[src/rtl/img_arb_pkg.sv]
// Shared types and constants for the image-processing core arbiter.
package img_arb_pkg;

    localparam int DEFAULT_COLOR_SIZE = 8;
    localparam int JOB_BEATS_W        = 16;

    typedef logic [1:0] grant_t;

    typedef enum logic [1:0] {
        IDLE   = 2'd0,
        CFG    = 2'd1,
        ACTIVE = 2'd2
    } arb_state_e;

    // After a job the pointer favours whichever slave did not own the core.
    // For a one-hot grant that index is simply bit 0.
    function automatic logic nextRrPtr(input grant_t grant);
        return grant[0];
    endfunction

endpackage

[src/rtl/rr_arbiter2.sv]
// Two-request round-robin picker: a lone request always wins, a tie goes to rr_ptr.
module rr_arbiter2
    import img_arb_pkg::*;
(
    input  logic [1:0] req,
    input  logic       rr_ptr,
    output grant_t     pick
);

    always_comb begin
        pick = req;
        if (req == 2'b11) begin
            pick = rr_ptr ? 2'b10 : 2'b01;
        end
    end

endmodule

[src/rtl/img_proc_arbiter.sv]
// Whole-job round-robin arbiter sharing one image-processing core between two slaves.
// Optional stall watchdog is built only when ARB_TIMEOUT_EN is defined.
module img_proc_arbiter
    import img_arb_pkg::*;
#(
    parameter int DATA_WIDTH = 32,
    parameter int COLOR_SIZE = DEFAULT_COLOR_SIZE
`ifdef ARB_TIMEOUT_EN
    ,
    parameter int TIMEOUT_CYCLES = 1024
`endif
) (
    input  logic                   clk,
    input  logic                   rst,
    input  logic [1:0]             slv0_mode,
    input  logic [COLOR_SIZE-1:0]  slv0_proc_val,
    input  logic                   slv0_data_valid,
    input  logic [DATA_WIDTH-1:0]  slv0_data,
    output logic                   slv0_ready,
    input  logic [1:0]             slv1_mode,
    input  logic [COLOR_SIZE-1:0]  slv1_proc_val,
    input  logic                   slv1_data_valid,
    input  logic [DATA_WIDTH-1:0]  slv1_data,
    output logic                   slv1_ready,
    output logic                   core_start,
    output logic [1:0]             core_mode,
    output logic [COLOR_SIZE-1:0]  core_proc_val,
    output logic                   core_data_valid,
    output logic [DATA_WIDTH-1:0]  core_data,
    input  logic                   core_ready,
    input  logic                   core_cmplt,
    output logic [1:0]             grant,
    output logic                   busy,
    output logic [JOB_BEATS_W-1:0] job_beats,
    output logic                   timeout_err
);

    arb_state_e             r_state;
    grant_t                 r_grant;
    logic                   r_rrPtr;
    logic [1:0]             r_mode;
    logic [COLOR_SIZE-1:0]  r_procVal;
    logic [JOB_BEATS_W-1:0] r_jobBeats;

    logic [1:0] w_req;
    grant_t     w_pick;
    logic       w_active;
    logic       w_beat;
    logic       w_timeout;

    assign w_req    = {slv1_data_valid, slv0_data_valid};
    assign w_active = (r_state == ACTIVE);

    rr_arbiter2 u_rrArbiter (
        .req    (w_req),
        .rr_ptr (r_rrPtr),
        .pick   (w_pick)
    );

    // The data path is a pure mux; everything is gated off outside ACTIVE.
    assign core_data_valid = w_active & ((r_grant[0] & slv0_data_valid) |
                                         (r_grant[1] & slv1_data_valid));
    assign slv0_ready      = w_active & r_grant[0] & core_ready;
    assign slv1_ready      = w_active & r_grant[1] & core_ready;
    assign w_beat          = core_data_valid & core_ready;

    always_comb begin
        core_data = '0;
        if (w_active && r_grant[0]) begin
            core_data = slv0_data;
        end else if (w_active && r_grant[1]) begin
            core_data = slv1_data;
        end
    end

    assign core_start    = (r_state == CFG);
    assign busy          = (r_state != IDLE);
    assign grant         = r_grant;
    assign core_mode     = r_mode;
    assign core_proc_val = r_procVal;
    assign job_beats     = r_jobBeats;

    always_ff @(posedge clk or posedge rst) begin
        if (rst) begin
            r_state    <= IDLE;
            r_grant    <= '0;
            r_rrPtr    <= 1'b0;
            r_mode     <= '0;
            r_procVal  <= '0;
            r_jobBeats <= '0;
        end else begin
            case (r_state)
                IDLE: begin
                    if (|w_req) begin
                        r_grant    <= w_pick;
                        r_mode     <= w_pick[0] ? slv0_mode : slv1_mode;
                        r_procVal  <= w_pick[0] ? slv0_proc_val : slv1_proc_val;
                        r_jobBeats <= '0;
                        r_state    <= CFG;
                    end
                end
                CFG: begin
                    r_state <= ACTIVE;
                end
                ACTIVE: begin
                    // A final beat coinciding with completion is still counted.
                    if (w_beat && (r_jobBeats != '1)) begin
                        r_jobBeats <= r_jobBeats + 1'b1;
                    end
                    if (core_cmplt || w_timeout) begin
                        r_state <= IDLE;
                        r_grant <= '0;
                        r_rrPtr <= nextRrPtr(r_grant);
                    end
                end
                default: begin
                    r_state <= IDLE;
                end
            endcase
        end
    end

`ifdef ARB_TIMEOUT_EN
    localparam int TMO_W = $clog2(TIMEOUT_CYCLES + 1);

    logic [TMO_W-1:0] r_stallCnt;
    logic             r_timeoutErr;

    // The abort fires on the stall cycle that brings the count to TIMEOUT_CYCLES.
    assign w_timeout   = w_active & ~w_beat & (r_stallCnt == TMO_W'(TIMEOUT_CYCLES - 1));
    assign timeout_err = r_timeoutErr;

    always_ff @(posedge clk or posedge rst) begin
        if (rst) begin
            r_stallCnt   <= '0;
            r_timeoutErr <= 1'b0;
        end else begin
            r_timeoutErr <= w_timeout & ~core_cmplt;
            if ((r_state == CFG) || w_beat || w_timeout) begin
                r_stallCnt <= '0;
            end else if (w_active) begin
                r_stallCnt <= r_stallCnt + 1'b1;
            end
        end
    end
`else
    assign w_timeout   = 1'b0;
    assign timeout_err = 1'b0;
`endif

endmodule

[config.mk]
export PLATFORM = sky130hd
export DESIGN_NAME = img_proc_arbiter
export DESIGN_NICKNAME = d
export VERILOG_FILES = /design/src/rtl/img_arb_pkg.sv /design/src/rtl/rr_arbiter2.sv /design/src/rtl/img_proc_arbiter.sv
export SDC_FILE = /design/constraint.sdc
export NUM_CORES = 1
export LEC_CHECK = 0
export ABC_CLOCK_PERIOD_IN_PS = 2600
export BUFFER_PORTS_ARGS = -buffer_cell sky130_fd_sc_hd__clkbuf_2
export CORE_MARGIN = 2
export CORE_UTILIZATION = 27
export DETAILED_ROUTE_END_ITERATION = 8
export PLACE_DENSITY = 0.61
export SYNTH_ARGS = -nofsm -noshare
export SYNTH_HDL_FRONTEND = slang
export SYNTH_SLANG_ARGS = --single-unit
[constraint.sdc]
create_clock -name clk -period 2.6 [get_ports clk]
set_clock_uncertainty 0.1 [all_clocks]
set_input_delay 0 -clock clk [delete_from_list [all_inputs] [get_ports clk]]
set_output_delay 0 -clock clk [all_outputs]
set_load 0.02 [all_outputs]
==> results of run 1 <==
-- state kept, by name (all words and copies together), names as in the netlist --
signal / count
r_state: 2
core_proc_val: 8
job_beats: 16
r_rrPtr: 1
core_mode: 2
grant: 2
-- final timing paths --
path,start,end,cells after the start
min,slv0_data_valid,r_state[0],3
min reg2reg,core_proc_val[1],core_proc_val[1],2
max in group asynchronous,rst,grant[1],4
max,job_beats[0],job_beats[0],5
min in group asynchronous,rst,job_beats[1],4
max reg2reg,job_beats[0],job_beats[0],5
-- logic make-up after synthesis --
kind of cell | count (synthesis) | synth area share (%)
flops | 31 | 38.5
buf+inv | 17 | 4.16
simple gates | 70 | 20.3
compound gates | 78 | 29.7
xor+xnor | 1 | 0.435
mux | 12 | 6.08
other cells | 1 | 0.186
fa+ha+maj | 1 | 0.621
-- final cells by class --
type | count | share of cell area (%)
multi-input combinational | 163 | 36.1
timing repair buffer | 183 | 32.5
sequential | 31 | 24.1
tap | 99 | 3.85
clock buffer | 8 | 3.11
inverter | 3 | 0.350
-- worst register-to-register path, cell delays in order, from the launching register on --
cell and delay [ns]:
dfrtp_1 0.44, ha_1 0.23, nand3_1 0.24, or4_4 0.64, a21oi_4 0.34, mux2_2 0.22
-- placed cells by master, fill, tap and decap left out, types with 5 or more instances in the layout --
master	count
clkbuf_8	7
dfrtp_1	31
and4_1	5
a221o_1	7
mux2i_1	10
nor2_1	8
buf_4	6
o21ai_1	12
nand2_1	19
nand3_1	6
dlygate4sd3_1	23
a31oi_1	6
a22o_1	33
clkbuf_2	154
-- layer usage --
| layer | GRT usage (%) | routed length, µm | vias up |
|---|---|---|---|
| met2 | 28.6 | 3600 | 82 |
| met1 | 24.4 | 3380 | 1186 |
| li1 | - | - | 1178 |
| met5 | 0 | 0 | - |
| met4 | 3.59 | 90 | 0 |
| met3 | 3.42 | 307 | 10 |
-- per-stage QoR --
| stage | hold slack (ns) | cells |
|---|---|---|
| floorplan | -0.000224 | 211 |
| global placement | -0.0167 | 456 |
| detailed placement | -0.00858 | 456 |
| CTS | 0.0258 | 487 |
| global route | 0.0765 | 487 |
| finish | 0.0300 | 487 |
-- where the power goes --
group / internal, µW / total, µW / switching [µW]
Sequential: 609 / 714 / 105
Clock: 242 / 425 / 183
Combinational: 522 / 1380 / 858
Total: 1370 / 2520 / 1150
==> results.cfg, run 1 <==
[run_status]
outcome = finished, final reports clean

[setup_path]
critPathBufInv = 0
slowest_stage = or4_4
cp_top_family = simple AND/OR/NAND/NOR gates
setup.worst_path.start_class = flop
r2r_slack_ns = 0.33
crit_required_ns = 2.72
path_cells = ha_1 -> nand3_1 -> or4_4 -> a21oi_4 -> mux2_2
worstSetupPathType = reg -> reg
slowest_delay_ns = 0.64
cp_data_arrival_time_ns = 2.39
cp-end-kind = flop
cp_max_fo = 11

[power]
ir_worst_vdd_mv = 0.361
powerDensity_nw_per_um2 = 782
power_uw = 2520
p_leak_uw = 0.00168

[grt]
antenna_found_initial = 0
grt_pass1_vias = 2362
grtUsageTotal_pct = 17.6
grt_max_degree = 33
grt-ovfl-total = 0
grt_pass1_wl_um = 11800

[logic_synthesis]
synthCells = 211
synth_top_area_cell = dfrtp_1
yosysWarnings = 0
synth_nets = 302
ys_ff_latch = 31
synthTopCellsByArea = dfrtp_1, a22o_1, mux2i_1, nand2_1, a221o_1
yosysTopAreaCellShare_pct = 38.5
yosysSeqAreaShare_pct = 38.5
synthFlopType = dfrtp_1
yosysMostFrequentCell = a22o_1
synth.top_cells.by_count = a22o_1, dfrtp_1, nand2_1
syn_area_per_cell_um2 = 9.55
ys_types = 47
synth_edf_count = 0
async_flop_share_pct = 100
synth_area_um2 = 2020

[clock_tree]
cts_tree = yes
cts-root-buf = clkbuf_8
postCtsResizedCells = 0
clock_latency_ns = 0.28
clkTransAtPathRegs_ns = 0.06
cts_setup_buffers = 0
clkSinkCount = 31
cts.htree.levels = 2
cts_buffer_depth = 2
cts_buffers = 5
ctsHoldBuffers = 23

[drt]
finalWirelength_um = 7380
detail-route-antenna-nets = 0
drc_errors = 0
vias = 2456
via_per_inst = 5.04
wl_per_cell_um = 15.1
drt_iter0_markers = 118
dr.pass1.iters = 4

[placed_design]
place_ws_ns = 0.344
place_congestion = 0.805
placed_area_um2 = 2890
port_buffers = 154
post-dp-hpwl_um = 5590

[layout]
fill_cells = 736
diodes = 0
post-route-util_pct = 44.4
final-seq-area_um2 = 776
layout-drive-gt1-share_pct = 45.6
multi_input_area_um2 = 1160
syn_to_final_growth_pct = 59.7
final_area_um2 = 3220
nets = 478

[timing]
worst_slew_pin_slew_ns = 0.596
fin_crit_ns = 2.27
fin_tns_setup_ns = 0
fin_ws_ns = 0.328
grt_setup_unrepaired = no
period_share_pct = 87.4
max-slew-margin-rel_pct = 60.1
slew_viol_final = 0
fmax_ghz = 0.440
hold_viol = 0
setup_viol_count_final = 0

[die]
rows = 31
dieWidth_um = 90.4
die_y_um = 90.4
core_um2 = 7250
die-area_um2 = 8170
io_pins = 156
start_util_pct = 27.8

[flow_run]
maxCapViolations = 0

[hold_path]
hp-class = in -> reg
(Power assumes the default switching activity.)
==> run 2: changes to the inputs <==
Settings changed: CORE_UTILIZATION 27 to 40, PLACE_DENSITY 0.61 to 0.84.
==> results.cfg, run 2 (synthesis gave the netlist of run 1 again) <==
[run_status]
outcome = finished, final reports clean

[timing]
fin_crit_ns = 2.24
slew_viol_final = 0
setup_viol_count_final = 0
fin_ws_ns = 0.356
grt_setup_unrepaired = no
fmax_ghz = 0.446
fin_tns_setup_ns = 0
period_share_pct = 86.3
hold_viol = 0

[die]
dieWidth_um = 75.0
io_pins = 156
die-area_um2 = 5620
start_util_pct = 42.1
rows = 25
die_y_um = 75.0
core_um2 = 4790

[placed_design]
place_ws_ns = 0.379
place_inst = 425
place_congestion = 0.868
placed_area_um2 = 2850
port_buffers = 154
post-dp-hpwl_um = 5040

[layout]
layout-drive-gt1-share_pct = 45.5
final_cell_mix = clkbuf_2, a22o_1, dfrtp_1, dlygate4sd3_1, nand2_1
largest_register_ffs = 16
nets = 479
syn_to_final_growth_pct = 59.5
diodes = 0
layout_commonest_cell = clkbuf_2
stdcell_count = 456
post-route-util_pct = 67.2
final_area_um2 = 3220

[clock_tree]
postCtsResizedCells = 0
cts_tree = yes
clkSinkCount = 31
clkTransAtPathRegs_ns = 0.08
cts-root-buf = clkbuf_8
cts_buffers = 5
clock_latency_ns = 0.29
cts_buffer_depth = 2
cts.htree.levels = 2

[setup_path]
slowest_stage = or4_4
worstSetupPathType = reg -> reg
setup.worst_path.start_class = flop
path_cells = ha_1 -> nand3_1 -> or4_4 -> a21oi_4 -> a221o_1
cp_data_arrival_time_ns = 2.37
slowest_delay_ns = 0.62
cp-end-kind = flop
crit_required_ns = 2.73
cp_max_fo = 11

[drt]
drc_errors = 0
finalWirelength_um = 7700
vias = 2554
detail-route-antenna-nets = 0
dr.pass1.iters = 4
drt_iter0_markers = 109
via_per_inst = 5.60
wl_per_cell_um = 16.9

[power]
ir_worst_vdd_mv = 0.594
p_leak_uw = 0.00170
powerDensity_nw_per_um2 = 846

[grt]
antenna_found_initial = 1
grtUsageTotal_pct = 26.6
grt-ovfl-total = 0
grt_pass1_wl_um = 11100
grt_pass1_vias = 2245
grt_max_degree = 33

[flow_run]
maxCapViolations = 0

[hold_path]
hp-class = in -> reg
run 2: repair_timing:
action                                  CTS  global route
hold buffers                             23             0
endpoints found under the setup margin    0             0
buffers inserted                          0             0
hold endpoints to repair                 44             0
run 2: through the flow:
stage	hold WS, ns	power, µW
after floorplan	-0.000224	1600
after global placement	-0.0272	2020
after detailed placement	-0.0198	2050
after CTS	0.0217	2660
after global routing	0.0645	2860
final	0.0371	2720
run 2: layout make-up:
type                       instances  area [µm²]
sequential                        31         776
multi-input combinational        163        1160
fill                             385        1570
timing repair buffer             184        1050
clock buffer                       6        72.6
clock inverter                     2        60.1
inverter                           3        11.3
tap                               67        83.8
run 2: routing by layer:
metal  global-route usage [%]  vias up  wire [µm]
met4                     11.9        2        216
met1                     33.5     1197       2980
met5                        0        -         13
met2                     42.2      149       3760
met3                     7.76       26        724
li1                         -     1180          -
run 2: power breakdown:
| group | leakage, µW | internal [µW] | switching (µW) | total, µW |
|---|---|---|---|---|
| clock network | 0.0000654 | 383 | 195 | 578 |
| logic | 0.00123 | 523 | 887 | 1410 |
| registers | 0.000408 | 610 | 122 | 732 |
| total | 0.00170 | 1520 | 1200 | 2720 |
run 2: worst max-delay path: cells and delay by family, from the launching register on:
family,cells,cell delay (ns)
and+or+nand+nor,2,0.84
AOI/OAI and AO/OA,2,0.54
adders and majority gates,1,0.25
DFF,1,0.44
run 2: final timing paths:
path	start	endpoint	slack, ns	depth (start not counted)
worst max-delay path	job_beats[1]	job_beats[10]	0.36	5
worst min-delay path	slv0_data_valid	grant[1]	0.04	3
worst max register to register	job_beats[1]	job_beats[10]	0.36	5
worst min register to register	core_proc_val[3]	core_proc_val[3]	0.40	2
max in group asynchronous	rst	job_beats[12]	1.89	4
min in group asynchronous	rst	core_proc_val[0]	0.21	4
